--- config.mk ---
export PLATFORM = sky130hd
export DESIGN_NAME = debug_display_mux
export DESIGN_NICKNAME = d
export VERILOG_FILES = /design/src/rtl/debug_display_pkg.sv /design/src/rtl/key_debouncer.sv /design/src/rtl/debug_display_mux.sv
export SDC_FILE = /design/constraint.sdc
export NUM_CORES = 1
export LEC_CHECK = 0
export ABC_AREA = 1
export ABC_CLOCK_PERIOD_IN_PS = 2440
export CORE_ASPECT_RATIO = 0.75
export CORE_MARGIN = 2
export CORE_UTILIZATION = 40
export CTS_CLUSTER_DIAMETER = 80
export CTS_CLUSTER_SIZE = 20
export DETAILED_ROUTE_END_ITERATION = 12
export HOLD_SLACK_MARGIN = 0.15
export PLACE_DENSITY = 0.6
export SYNTH_ARGS = -nofsm -noshare
export SYNTH_HDL_FRONTEND = slang
export SYNTH_SLANG_ARGS = --single-unit
--- constraint.sdc ---
create_clock -name clock -period 2.44 [get_ports clock]
set_input_delay 0.488 -clock clock [delete_from_list [all_inputs] [get_ports clock]]
set_output_delay 0.488 -clock clock [all_outputs]
set_load 0.02 [all_outputs]
--- src/rtl/debug_display_pkg.sv ---
// Shared types and constants for the board debug display.
package debug_display_pkg;

  typedef enum logic {
    MODE_MANUAL = 1'b0,
    MODE_AUTO   = 1'b1
  } mode_e;

  // Active-low {g,f,e,d,c,b,a} glyphs, entry n shows hex digit n
  localparam logic [15:0][6:0] GLYPH = {
    7'h0E, 7'h06, 7'h21, 7'h46, 7'h03, 7'h08, 7'h10, 7'h00,
    7'h78, 7'h02, 7'h12, 7'h19, 7'h30, 7'h24, 7'h79, 7'h40
  };

  localparam logic [6:0] SEG_BLANK = 7'h7F;

  localparam int unsigned KEY_NEXT = 0;
  localparam int unsigned KEY_MODE = 1;
  localparam int unsigned KEY_HOLD = 2;
  localparam int unsigned KEY_PAGE = 3;

endpackage

--- src/rtl/key_debouncer.sv ---
// Synchronises one active-low push button, debounces it and emits a
// single-cycle pulse on each debounced press.
module key_debouncer #(
  parameter int unsigned DEB_CYC = 500000
) (
  input  logic clock,
  input  logic reset,
  input  logic key_n,
  output logic level,
  output logic press
);

  localparam int unsigned CNTW = (DEB_CYC > 1) ? $clog2(DEB_CYC) : 1;
  localparam logic [CNTW-1:0] CNT_MAX = CNTW'(DEB_CYC - 1);

  logic            meta_q, sync_q, last_q;
  logic            level_q, level_d;
  logic            press_q, press_d;
  logic [CNTW-1:0] cnt_q, cnt_d;

  always_ff @(posedge clock or negedge reset) begin
    if (!reset) begin
      meta_q  <= 1'b1;
      sync_q  <= 1'b1;
      last_q  <= 1'b1;
      level_q <= 1'b1;
      press_q <= 1'b0;
      cnt_q   <= '0;
    end else begin
      meta_q  <= key_n;
      sync_q  <= meta_q;
      last_q  <= sync_q;
      level_q <= level_d;
      press_q <= press_d;
      cnt_q   <= cnt_d;
    end
  end

  // The counter measures how long the synchronised level has differed
  // from the accepted level without any further change.
  always_comb begin
    level_d = level_q;
    press_d = 1'b0;
    cnt_d   = cnt_q;
    if (sync_q != last_q) begin
      cnt_d = '0;
    end else if (sync_q != level_q) begin
      if (cnt_q == CNT_MAX) begin
        level_d = sync_q;
        press_d = ~sync_q;
        cnt_d   = '0;
      end else begin
        cnt_d = cnt_q + 1'b1;
      end
    end else begin
      cnt_d = '0;
    end
  end

  assign level = level_q;
  assign press = press_q;

endmodule

--- src/rtl/debug_display_mux.sv ---
// Multiplexes NCH debug channels onto NDIG seven-segment digits with
// debounced channel/page/mode/hold buttons and auto-scroll.
module debug_display_mux
  import debug_display_pkg::*;
#(
  parameter int unsigned NCH        = 4,
  parameter int unsigned DW         = 32,
  parameter int unsigned NDIG       = 6,
  parameter int unsigned DEB_CYC    = 500000,
  parameter int unsigned SCROLL_CYC = 50000000,
  localparam int unsigned CW    = (NCH > 1) ? $clog2(NCH) : 1,
  localparam int unsigned NPAGE = (DW + 4*NDIG - 1) / (4*NDIG),
  localparam int unsigned PW    = (NPAGE > 1) ? $clog2(NPAGE) : 1
) (
  input  logic                 clock,
  input  logic                 reset,
  input  logic [NCH*DW-1:0]    ch_data,
  input  logic [3:0]           key_n,
  output logic [NDIG*8-1:0]    hex,
  output logic [CW-1:0]        sel_ch,
  output logic [PW-1:0]        page,
  output logic                 auto_mode,
  output logic                 hold
);

  localparam int unsigned NNIB = DW / 4;
  localparam int unsigned SW   = (SCROLL_CYC > 1) ? $clog2(SCROLL_CYC) : 1;
  localparam logic [SW-1:0] SCROLL_MAX = SW'(SCROLL_CYC - 1);
  localparam logic [CW-1:0] SEL_MAX    = CW'(NCH - 1);
  localparam logic [PW-1:0] PAGE_MAX   = PW'(NPAGE - 1);

  logic [3:0] key_press;
  logic [3:0] unused_key_level;

  for (genvar k = 0; k < 4; k++) begin : g_key
    key_debouncer #(.DEB_CYC(DEB_CYC)) u_deb (
      .clock (clock),
      .reset (reset),
      .key_n (key_n[k]),
      .level (unused_key_level[k]),
      .press (key_press[k])
    );
  end

  mode_e              mode_q, mode_d;
  logic [SW-1:0]      scroll_q, scroll_d;
  logic [CW-1:0]      sel_q, sel_d;
  logic [PW-1:0]      page_q, page_d;
  logic               hold_q, hold_d;
  logic               reload_q, reload_d;
  logic [DW-1:0]      snap_q, snap_d;
  logic [NDIG*8-1:0]  hex_q, hex_d;
  logic [DW-1:0]      cur_ch;
  logic               tick, advance;

  always_ff @(posedge clock or negedge reset) begin
    if (!reset) begin
      mode_q   <= MODE_MANUAL;
      scroll_q <= '0;
      sel_q    <= '0;
      page_q   <= '0;
      hold_q   <= 1'b0;
      reload_q <= 1'b0;
      snap_q   <= '0;
      hex_q    <= '1;
    end else begin
      mode_q   <= mode_d;
      scroll_q <= scroll_d;
      sel_q    <= sel_d;
      page_q   <= page_d;
      hold_q   <= hold_d;
      reload_q <= reload_d;
      snap_q   <= snap_d;
      hex_q    <= hex_d;
    end
  end

  always_comb begin
    cur_ch = '0;
    for (int unsigned k = 0; k < NCH; k++) begin
      if (sel_q == CW'(k)) cur_ch = ch_data[k*DW +: DW];
    end
  end

  assign tick    = (mode_q == MODE_AUTO) && (scroll_q == SCROLL_MAX);
  assign advance = key_press[KEY_NEXT] || tick;

  always_comb begin
    mode_d   = mode_q;
    scroll_d = scroll_q;
    sel_d    = sel_q;
    page_d   = page_q;
    hold_d   = hold_q;
    reload_d = 1'b0;

    case (mode_q)
      MODE_MANUAL: begin
        scroll_d = '0;
        if (key_press[KEY_MODE]) mode_d = MODE_AUTO;
      end
      MODE_AUTO: begin
        scroll_d = advance ? '0 : scroll_q + 1'b1;
        if (key_press[KEY_MODE]) begin
          mode_d   = MODE_MANUAL;
          scroll_d = '0;
        end
      end
    endcase

    // A held snapshot still follows a channel advance: it reloads once
    // in the cycle after sel updates, then stays frozen.
    if (advance) begin
      sel_d    = (sel_q == SEL_MAX) ? '0 : sel_q + 1'b1;
      reload_d = hold_q;
    end
    if (key_press[KEY_PAGE]) page_d = (page_q == PAGE_MAX) ? '0 : page_q + 1'b1;
    if (key_press[KEY_HOLD]) hold_d = ~hold_q;

    snap_d = (!hold_q || reload_q) ? cur_ch : snap_q;
  end

  always_comb begin : p_decode
    logic [3:0] nib;
    logic       nib_ok;
    logic [6:0] seg;
    logic       dp;
    hex_d = '1;
    for (int unsigned i = 0; i < NDIG; i++) begin
      nib    = '0;
      nib_ok = 1'b0;
      for (int unsigned j = 0; j < NNIB; j++) begin
        if (NDIG * 32'(page_q) + i == j) begin
          nib    = snap_q[j*4 +: 4];
          nib_ok = 1'b1;
        end
      end
      seg = nib_ok ? GLYPH[nib] : SEG_BLANK;
      dp  = !((i == 0 && hold_q) || (i == NDIG - 1 && mode_q == MODE_AUTO));
      hex_d[i*8 +: 8] = {dp, seg};
    end
  end

  assign hex       = hex_q;
  assign sel_ch    = sel_q;
  assign page      = page_q;
  assign auto_mode = (mode_q == MODE_AUTO);
  assign hold      = hold_q;

endmodule

After elaboration in Yosys (flattened, before gate mapping)
Memories as Yosys holds them, arrays and structs flattened. Cells that the tools add are included.

Register bits: 204. Bits in latches: 0. Memory bits (writable): 0. Bits in read-only memories: 672. Output and inout bits: 53. Logic and storage cells: 274. Memories: 6.

Memory list: (name not given) (depth 16, bits a word 7, read ports 1, clocked after memory_dff 0, write ports 0, RTL line debug_display_mux.sv:137) `seg = nib_ok ? GLYPH[nib] : SEG_BLANK;`; (name not given) (depth 16, bits a word 7, read ports 1, clocked after memory_dff 0, write ports 0, RTL line debug_display_mux.sv:137); (name not given) (depth 16, bits a word 7, read ports 1, clocked after memory_dff 0, write ports 0, RTL line debug_display_mux.sv:137); (name not given) (depth 16, bits a word 7, read ports 1, clocked after memory_dff 0, write ports 0, RTL line debug_display_mux.sv:137); (name not given) (depth 16, bits a word 7, read ports 1, clocked after memory_dff 0, write ports 0, RTL line debug_display_mux.sv:137); (name not given) (depth 16, bits a word 7, read ports 1, clocked after memory_dff 0, write ports 0, RTL line debug_display_mux.sv:137).

Add/subtract/negate cells: 12. Multipliers: 1. Divide/modulo/power cells: 0. Order comparisons: 6. Equality and inequality tests: 54. Shifts and indexed selects: 0. Muxes and demuxes: 137. Bitwise operators: 10. Reductions and logical operators: 16.

Operators with widths (number): equality test 32 x 3 -> 1 bit (second input constant) (15); equality test 32 x 2 -> 1 bit (second input constant) (10); two-way mux 19 bit (12); zero test 32 bit (6); two-way mux 4 bit (44); equality test 32 x 1 -> 1 bit (second input constant) (5); two-way mux 32 bit (4); two-way mux 7 bit (12); adder 19 x 1 -> 19 bit (second input constant) (4); equality test 19 bit (second input constant) (4); two-way mux 1 bit (60); two-way mux 26 bit (2); one-hot mux 26 bit (2 select lines) (1); less-than comparator 4 x 5 -> 1 bit (second input constant) (6); adder 26 x 1 -> 26 bit (second input constant) (1); equality test 26 bit (second input constant) (1); equality test 5 x 3 -> 1 bit (second input constant) (5); AND reduction 3 bit (4); adder 4 x 2 -> 5 bit (second input constant) (2); adder 4 x 3 -> 5 bit (second input constant) (2); NOT 1 bit (10); != test 1 bit (8); equality test 3 x 2 -> 1 bit (second input constant) (2); adder 4 x 1 -> 5 bit (second input constant) (1); other kinds (12) (15).

Depth between registers and ports, before layout
Gate-level depths: netlist of the first run.

Depth in word-level cells: 14. Depth in mapped cells: 11. Gate-level depth less buffers: 11.

Modules after synthesis
A second synthesis of the first run with hierarchy kept.

Cell total of the unflattened synthesis: 1565. Area total of the unflattened synthesis: 12294.3 µm².

By module, submodules not included: debug_display_mux (instances 1, cells each 869, area an instance 6871.6 µm², seq. area each 2757.6 µm²); key_debouncer (g_key[0].u_deb ...) (instances 3, cells each 174, area an instance 1357.6 µm², seq. area each 605.6 µm²); key_debouncer (g_key[3].u_deb) (instances 1, cells each 174, area an instance 1350.0 µm², seq. area each 605.6 µm²).

Worst setup path before layout of the first run
Ideal clock, no wire load.

Kind: register -> register. Start point: reg page_q (netlist: page). End point: reg hex_q[29] (netlist: hex[29]). Library setup time: 77 ps. Data arrival time: 1813 ps. Data required time: 2363 ps. Setup slack: 550 ps. Cell stages (with the launch flop): 8. Path buffers: 2. Clock period less this slack: 1890 ps. Cell sequence: dfrtp_1 buf_2 buf_2 nor2_1 inv_1 ha_1 or2_2 a31oi_1.

Cells in the longest elaborated chain, start to end: 14.

RTL lines: start: declaration (RTL line debug_display_mux.sv:48) `logic [PW-1:0] page_q, page_d;`; start signal: assignment (RTL line debug_display_mux.sv:70) `page_q <= page_d;`; multiplier 2 x 1 -> 3 bit * (RTL line debug_display_mux.sv:132) `if (NDIG * 32'(page_q) + i == j) begin`; adder 4 x 2 -> 5 bit * (RTL line debug_display_mux.sv:132); zero test 32 bit (RTL line debug_display_mux.sv:132); two-way mux 4 bit (8 in series) (RTL line debug_display_mux.sv:132); memory read (16 x 7 bit); two-way mux 7 bit (implied by the code) (RTL line debug_display_mux.sv:137); two-way mux 7 bit * (RTL line debug_display_mux.sv:137); net hex_d[29] (RTL line debug_display_mux.sv:52) `logic [NDIG*8-1:0] hex_q, hex_d;`; end signal: assignment (RTL line debug_display_mux.sv:65) `hex_q <= '1;`; end signal: assignment (RTL line debug_display_mux.sv:74) `hex_q <= hex_d;`; end: declaration (RTL line debug_display_mux.sv:52).

The timed path passes the listed nets; every way through them passes the cells marked *. The select of a mux whose other input is x is not followed. A chain may end at the register's enable or synchronous reset.

Final worst setup path of the first run
Start point: reg page_q (netlist: page). End point: out page.

RTL lines: end: declaration (RTL line debug_display_mux.sv:21) `output logic [PW-1:0] page,`.

No word-level cell between the ends.

==> results of run 1 <==
-- worst reg2reg max path, cell delays in order, from the launching register on --
cell and delay (ns):
dfrtp_4 0.64, nor2_1 0.39, inv_1 0.15, ha_1 0.31, nand2_1 0.09, o221ai_1 0.27
-- synth_stat cells (4+ instances only) --
cell type    n
a21oi_1     89
xor2_1      40
xnor2_1     12
inv_1      175
nand2_2      6
dfstp_2     60
nand4_1     29
o21bai_1     6
o21a_1       7
o21ai_2      4
buf_2       14
buf_6        5
a31oi_1      5
dfrtp_1    144
nor3_1      36
o311ai_0     4
inv_2        5
o21ai_1      7
buf_4        6
nand3_1     48
clkbuf_1    18
a22oi_1     23
nand2_1    316
o21ai_0     49
ha_1        45
nor2_1     232
nor2_2      17
o211ai_1    41
nor2_4      10
-- how the worst max path moves through the flow --
| stage | depth (start not counted) | from | to | slack [ns] |
|---|---|---|---|---|
| global route | 1 | page | page | 0.06 |
| detailed placement | 1 | page | page | 0.51 |
| finish | 1 | page | page | 0.14 |
| CTS | 1 | page | page | 0.10 |
| floorplan | 7 | page | hex[29] | 0.55 |
| global placement | 1 | page | page | 0.52 |
-- flip-flops by register name (all words and copies together) (netlist names) --
signal,flops
scroll_q,26
g_key.u_deb.meta_q,4
g_key.u_deb.cnt_q,76
g_key.u_deb.last_q,4
hex,44
snap_q,32
hold,1
reload_q,1
auto_mode,1
page,1
g_key.u_deb.sync_q,4
g_key.u_deb.press,4
g_key.u_deb.level,4
sel_ch,2
-- repair_timing --
item	in CTS	in global routing
hold buffers	1	0
setup endpoints to repair	1	0
endpoints found under the hold margin	52	0
resized for setup	1	0
-- power breakdown --
part | total (mW) | internal (mW) | switching (mW)
logic | 0.889 | 0.421 | 0.468
clock network | 2.38 | 1.18 | 1.20
registers | 3.59 | 3.53 | 0.0514
-- cells by family (layout without fill, tap and decap cells) --
group	after synthesis	count (layout)	share of synthesized area, %
AND/OR/NAND/NOR	709	709	26.0
AO/OA/AOI/OAI	247	247	12.9
other	1	8	0.0321
XOR/XNOR	52	52	3.90
adder cells (fa/ha/maj)	45	45	4.82
flip-flops	204	204	44.4
buffers and inverters	225	408	7.90
-- stage by stage --
step / area (µm²) / setup slack (ns) / util, %
detailed placement: 14000 / 0.512 / 48.2
global route: 14400 / 0.0635 / 49.8
floorplan: 11700 / 0.550 / -
global placement: 14000 / 0.521 / 48.2
CTS: 14400 / 0.103 / 49.8
finish: 14400 / 0.139 / 49.8
-- cell type report --
type | instances | share of cell area, %
clock inverters | 3 | 0.148
flip-flops and latches | 204 | 36.0
repair buffers | 202 | 14.0
diodes | 4 | 0.0695
inverters | 182 | 4.74
clock buffers | 21 | 2.83
well taps | 392 | 3.41
multi-input cells | 1057 | 38.8
-- layer usage --
metal  GRT usage, %  share of wire, %  vias to the layer above
met2           31.7                43                      298
met1           29.4                48                     4764
met4           5.11               2.4                        4
met3           4.29               6.8                       49
met5              0             0.074                        -
li1               -                 -                     5154
==> impl_metrics.env, run 1 <==
export IMPL_tightestPinTransition_ns=0.571
export IMPL_synthFlopType="dfrtp_1"
export IMPL_avgSynthCellArea_um2=7.87
export IMPL_ant_nets=0
export IMPL_drive_gt1_share_pct=9.11
export IMPL_drtIter0Drc=861
export IMPL_holdWs_ns=0.358
export IMPL_ys_async_sr_fraction_pct=100
export IMPL_cts_path_max_buffers=3
export IMPL_timing_reg2reg_setup_slack_ns=0.50
export IMPL_worstHoldStart="g_key[3].u_deb.meta_q"
export IMPL_die_h_um=152
export IMPL_rr_endpoint="hex[17]"
export IMPL_synthCells=1483
export IMPL_powerDensity_nw_per_um2=476
export IMPL_path_cells="clkdlybuf4s50_1"
export IMPL_crit_path_max_incr_delay_ns=0.68
export IMPL_required_ns=1.95
export IMPL_hold_depth=0
export IMPL_fillCellCount=2823
export IMPL_path_buf_inv=1
export IMPL_worstSetupPathType="flip-flop to primary output"
export IMPL_holdCritPathClass="flip-flop to flip-flop"
export IMPL_cts_buffers=14
export IMPL_first_global_vias=9726
export IMPL_clock_skew_ns=0.0128
export IMPL_fin_crit_sh_pct=94.3
export IMPL_port_buffers=182
export IMPL_overflow=0
export IMPL_outcome="completed"
export IMPL_synth_edff_count=0
export IMPL_post_cts_buffers=0
export IMPL_critical_path_top_delay_family="buffers and inverters"
export IMPL_power_mw=6.85
export IMPL_via_count=10300
export IMPL_syn_cell_area_um2=11700
export IMPL_routed_wl_um=31100
export IMPL_area_growth_pct=23.4
export IMPL_maxCapViolations=0
export IMPL_fp_coreArea_um2=28900
export IMPL_dpl_cell_count=2036
export IMPL_dpl_hpwl_um=23500
export IMPL_clk_pin_slew_worst_paths_ns=0.09
export IMPL_arrival_ns=1.81
export IMPL_grt_start_max_net_pins=70
export IMPL_io_pins=187
export IMPL_period_minus_slack_ns=2.30
export IMPL_cts_root_buf="clkbuf_16"
export IMPL_p_leak_nw=6.21
export IMPL_rows=54
export IMPL_final_common_cell="nand2_1"
export IMPL_maxSlewViolCount=0
export IMPL_cp_slowest_cell="clkdlybuf4s50_1"
export IMPL_cts_max_level=1
export IMPL_yosys_warnings=0
export IMPL_finalHoldViolations=0
export IMPL_cp_start_kind="flip-flop"
export IMPL_nets=1840
export IMPL_start_util_pct=40.4
export IMPL_max_freq_ghz=0.435
export IMPL_peakVddDrop_uv=305
export IMPL_layout_common_cells="nand2_1, nor2_1, clkdlybuf4s50_1"
export IMPL_die_width_um=201
export IMPL_die_area_um2=30600
export IMPL_clock_latency_ns=0.48
export IMPL_synth_area_leader_cell="dfrtp_1"
export IMPL_synth_yosys_seq_area_share_pct=44.4
export IMPL_antenna_found_initial=6
export IMPL_route_detailed_drc=0
export IMPL_cts_sinks=204
export IMPL_wire_per_inst_um=15.1
export IMPL_timing_rr_start="page"
export IMPL_rsz0062_at_grt="false"
export IMPL_ys_types=48
export IMPL_grt_pass1_wl_um=51500
export IMPL_regArea_um2=5180
export IMPL_synth_seq_cells=204
export IMPL_cts_tree="done"
export IMPL_multi_input_area_um2=5590
export IMPL_min_to="g_key[3].u_deb.sync_q"
export IMPL_cp_end_kind="primary output"
export IMPL_gp_congestion=0.907
export IMPL_setup_viol=0
export IMPL_finalSetupTns_ns=0
export IMPL_synth_area_leaders="dfrtp_1, dfstp_2, nand2_1"
export IMPL_drt_vias_per_instance=4.97
export IMPL_reg2regPathDepth=5
export IMPL_slew_headroom_pct=61.9
export IMPL_first_pass_iters=5
export IMPL_critical_path_max_fanout=26
export IMPL_track_usage_pct=20.5
export IMPL_yosysTopAreaCellShare_pct=30.9
export IMPL_fin_cells=2065
Note: power is estimated with default switching activity, not from simulation.
==> run 2, diff against run 1 <==
CORE_UTILIZATION = 55   (was 40)
PLACE_DENSITY = 0.84   (was 0.6)
TNS_END_PERCENT = 30   (was not set)
==> run 2 against run 1 <==
Effect of this change:
- core utilization up 18 points
- critical path depth is 1 higher
- total power shrank 1.4%
- register-to-register slack improved by 0.03 ns
- worst setup slack better by 0.044 ns
- clock power down 4%
- count of clock-buffer cells in the layout is 1 higher
- die area shrank 27%
- critical path type unchanged
==> impl_metrics.env, run 2 (synthesis results as in run 1) <==
export IMPL_outcome="completed"
export IMPL_finalHoldViolations=0
export IMPL_clock_latency_ns=0.47
export IMPL_drtIter0Drc=667
export IMPL_clk_pin_slew_worst_paths_ns=0.08
export IMPL_post_route_util_pct=67.8
export IMPL_max_freq_ghz=0.443
export IMPL_setup_viol=0
export IMPL_powerDensity_nw_per_um2=475
export IMPL_cp_slowest_cell="clkdlybuf4s50_1"
export IMPL_nets=1835
export IMPL_cts_sinks=204
export IMPL_start_util_pct=55.6
export IMPL_fillCellCount=1752
export IMPL_largest_register_ffs=76
export IMPL_finalSetupTns_ns=0
export IMPL_cp_start_kind="flip-flop"
export IMPL_arrival_ns=1.77
export IMPL_fin_crit_sh_pct=92.5
export IMPL_worstHoldStart="g_key[0].u_deb.meta_q"
export IMPL_crit_path_max_incr_delay_ns=0.67
export IMPL_maxCapViolations=0
export IMPL_io_pins=187
export IMPL_p_leak_nw=6.19
export IMPL_die_area_um2=22400
export IMPL_gp_congestion=0.939
export IMPL_cp_end_kind="primary output"
export IMPL_port_buffers=182
export IMPL_fin_cells=1953
export IMPL_worstSetupPathType="flip-flop to primary output"
export IMPL_cts_buffers=14
export IMPL_route_detailed_drc=0
export IMPL_rsz0062_at_grt="false"
export IMPL_dpl_hpwl_um=21700
export IMPL_critical_path_top_delay_family="buffers and inverters"
export IMPL_slew_headroom_pct=61.6
export IMPL_hold_depth=0
export IMPL_post_cts_buffers=0
export IMPL_min_to="g_key[0].u_deb.sync_q"
export IMPL_cts_tree="done"
export IMPL_grt_pass1_wl_um=46000
export IMPL_multi_input_area_um2=5590
export IMPL_cts_max_level=1
export IMPL_via_count=10300
export IMPL_maxSlewViolCount=0
export IMPL_fin_area_um2=14200
export IMPL_drt_vias_per_instance=5.29
export IMPL_die_h_um=130
export IMPL_peakVddDrop_uv=397
export IMPL_regArea_um2=5180
export IMPL_rr_endpoint="hex[37]"
export IMPL_critical_path_max_fanout=35
export IMPL_area_growth_pct=22.0
export IMPL_first_pass_iters=7
export IMPL_cts_path_max_buffers=3
export IMPL_ant_nets=0
export IMPL_fp_coreArea_um2=21000
export IMPL_rows=46
export IMPL_die_width_um=172
export IMPL_antenna_found_initial=2
export IMPL_tightestPinTransition_ns=0.574
export IMPL_largest_register="g_key.u_deb.cnt_q"
export IMPL_track_usage_pct=25.4
export IMPL_routed_wl_um=28700
export IMPL_path_buf_inv=2
export IMPL_holdCritPathClass="flip-flop to flip-flop"
export IMPL_period_minus_slack_ns=2.26
export IMPL_required_ns=1.95
export IMPL_first_global_vias=9484
export IMPL_clock_skew_ns=0.0173
export IMPL_wire_per_inst_um=14.7
export IMPL_timing_rr_start="page"
export IMPL_drive_gt1_share_pct=8.65
export IMPL_final_common_cell="nand2_1"
export IMPL_layout_common_cells="nand2_1, nor2_1, clkdlybuf4s50_1"
export IMPL_path_cells="buf_12 > clkdlybuf4s50_1"
export IMPL_overflow=0
export IMPL_dpl_cell_area_um2=13800
export IMPL_cts_root_buf="clkbuf_16"
export IMPL_timing_reg2reg_setup_slack_ns=0.53
export IMPL_reg2regPathDepth=7
export IMPL_grt_start_max_net_pins=65
export IMPL_dpl_cell_count=1927
## run 2: cell type report
cell class                      instances  area share (%)
Multi-Input combinational cell       1057            39.2
Sequential cell                       204            36.4
Timing Repair Buffer                  197            14.1
Inverter                              182            4.80
Clock buffer                           22            2.82
Tap cell                              288            2.53
Clock inverter                          2           0.149
Antenna cell                            1          0.0176
## run 2: where the power goes
group | internal [mW] | switching [mW]
registers | 3.54 | 0.0516
logic | 0.423 | 0.457
clock network | 1.15 | 1.14
total | 5.11 | 1.65
## run 2: stage by stage
stage                     setup WS, ns  hold slack (ns)  power (mW)
after global routing             0.126            0.364        7.08
after floorplan                  0.550            0.192        4.03
final                            0.183            0.359        6.76
after detailed placement         0.593            0.351        4.53
after CTS                        0.160            0.362        6.83
after global placement           0.680            0.348        4.51
## run 2: worst max path at each step
stage | from | end | cells after the start
finish | page | page | 2
global route | page | page | 2
CTS | page | page | 2
detailed placement | page | hex[35] | 7
global placement | page | page | 2
floorplan | page | hex[29] | 7
## run 2: what timing repair did
item / CTS / global route
hold buffers: 1 / 0
endpoints found under the hold margin: 49 / 0
gates resized for setup: 0 / 0
## run 2: metal layers
| layer | wire [µm] | up-vias | global-route usage (%) |
|---|---|---|---|
| li1 | - | 5138 | - |
| met1 | 12900 | 4791 | 35.5 |
| met2 | 13000 | 356 | 42.1 |
| met3 | 2200 | 41 | 4.09 |
| met4 | 588 | 2 | 5.83 |
| met5 | 13 | - | 0 |
## run 2: worst register-to-register path, delay by kind of cell, from the launching register on
family,cells,cell delay [ns]
adders and majority gates,1,0.23
AOI/OAI and AO/OA,2,0.32
DFF,1,0.42
and+or+nand+nor,2,0.46
buffers and inverters,2,0.34
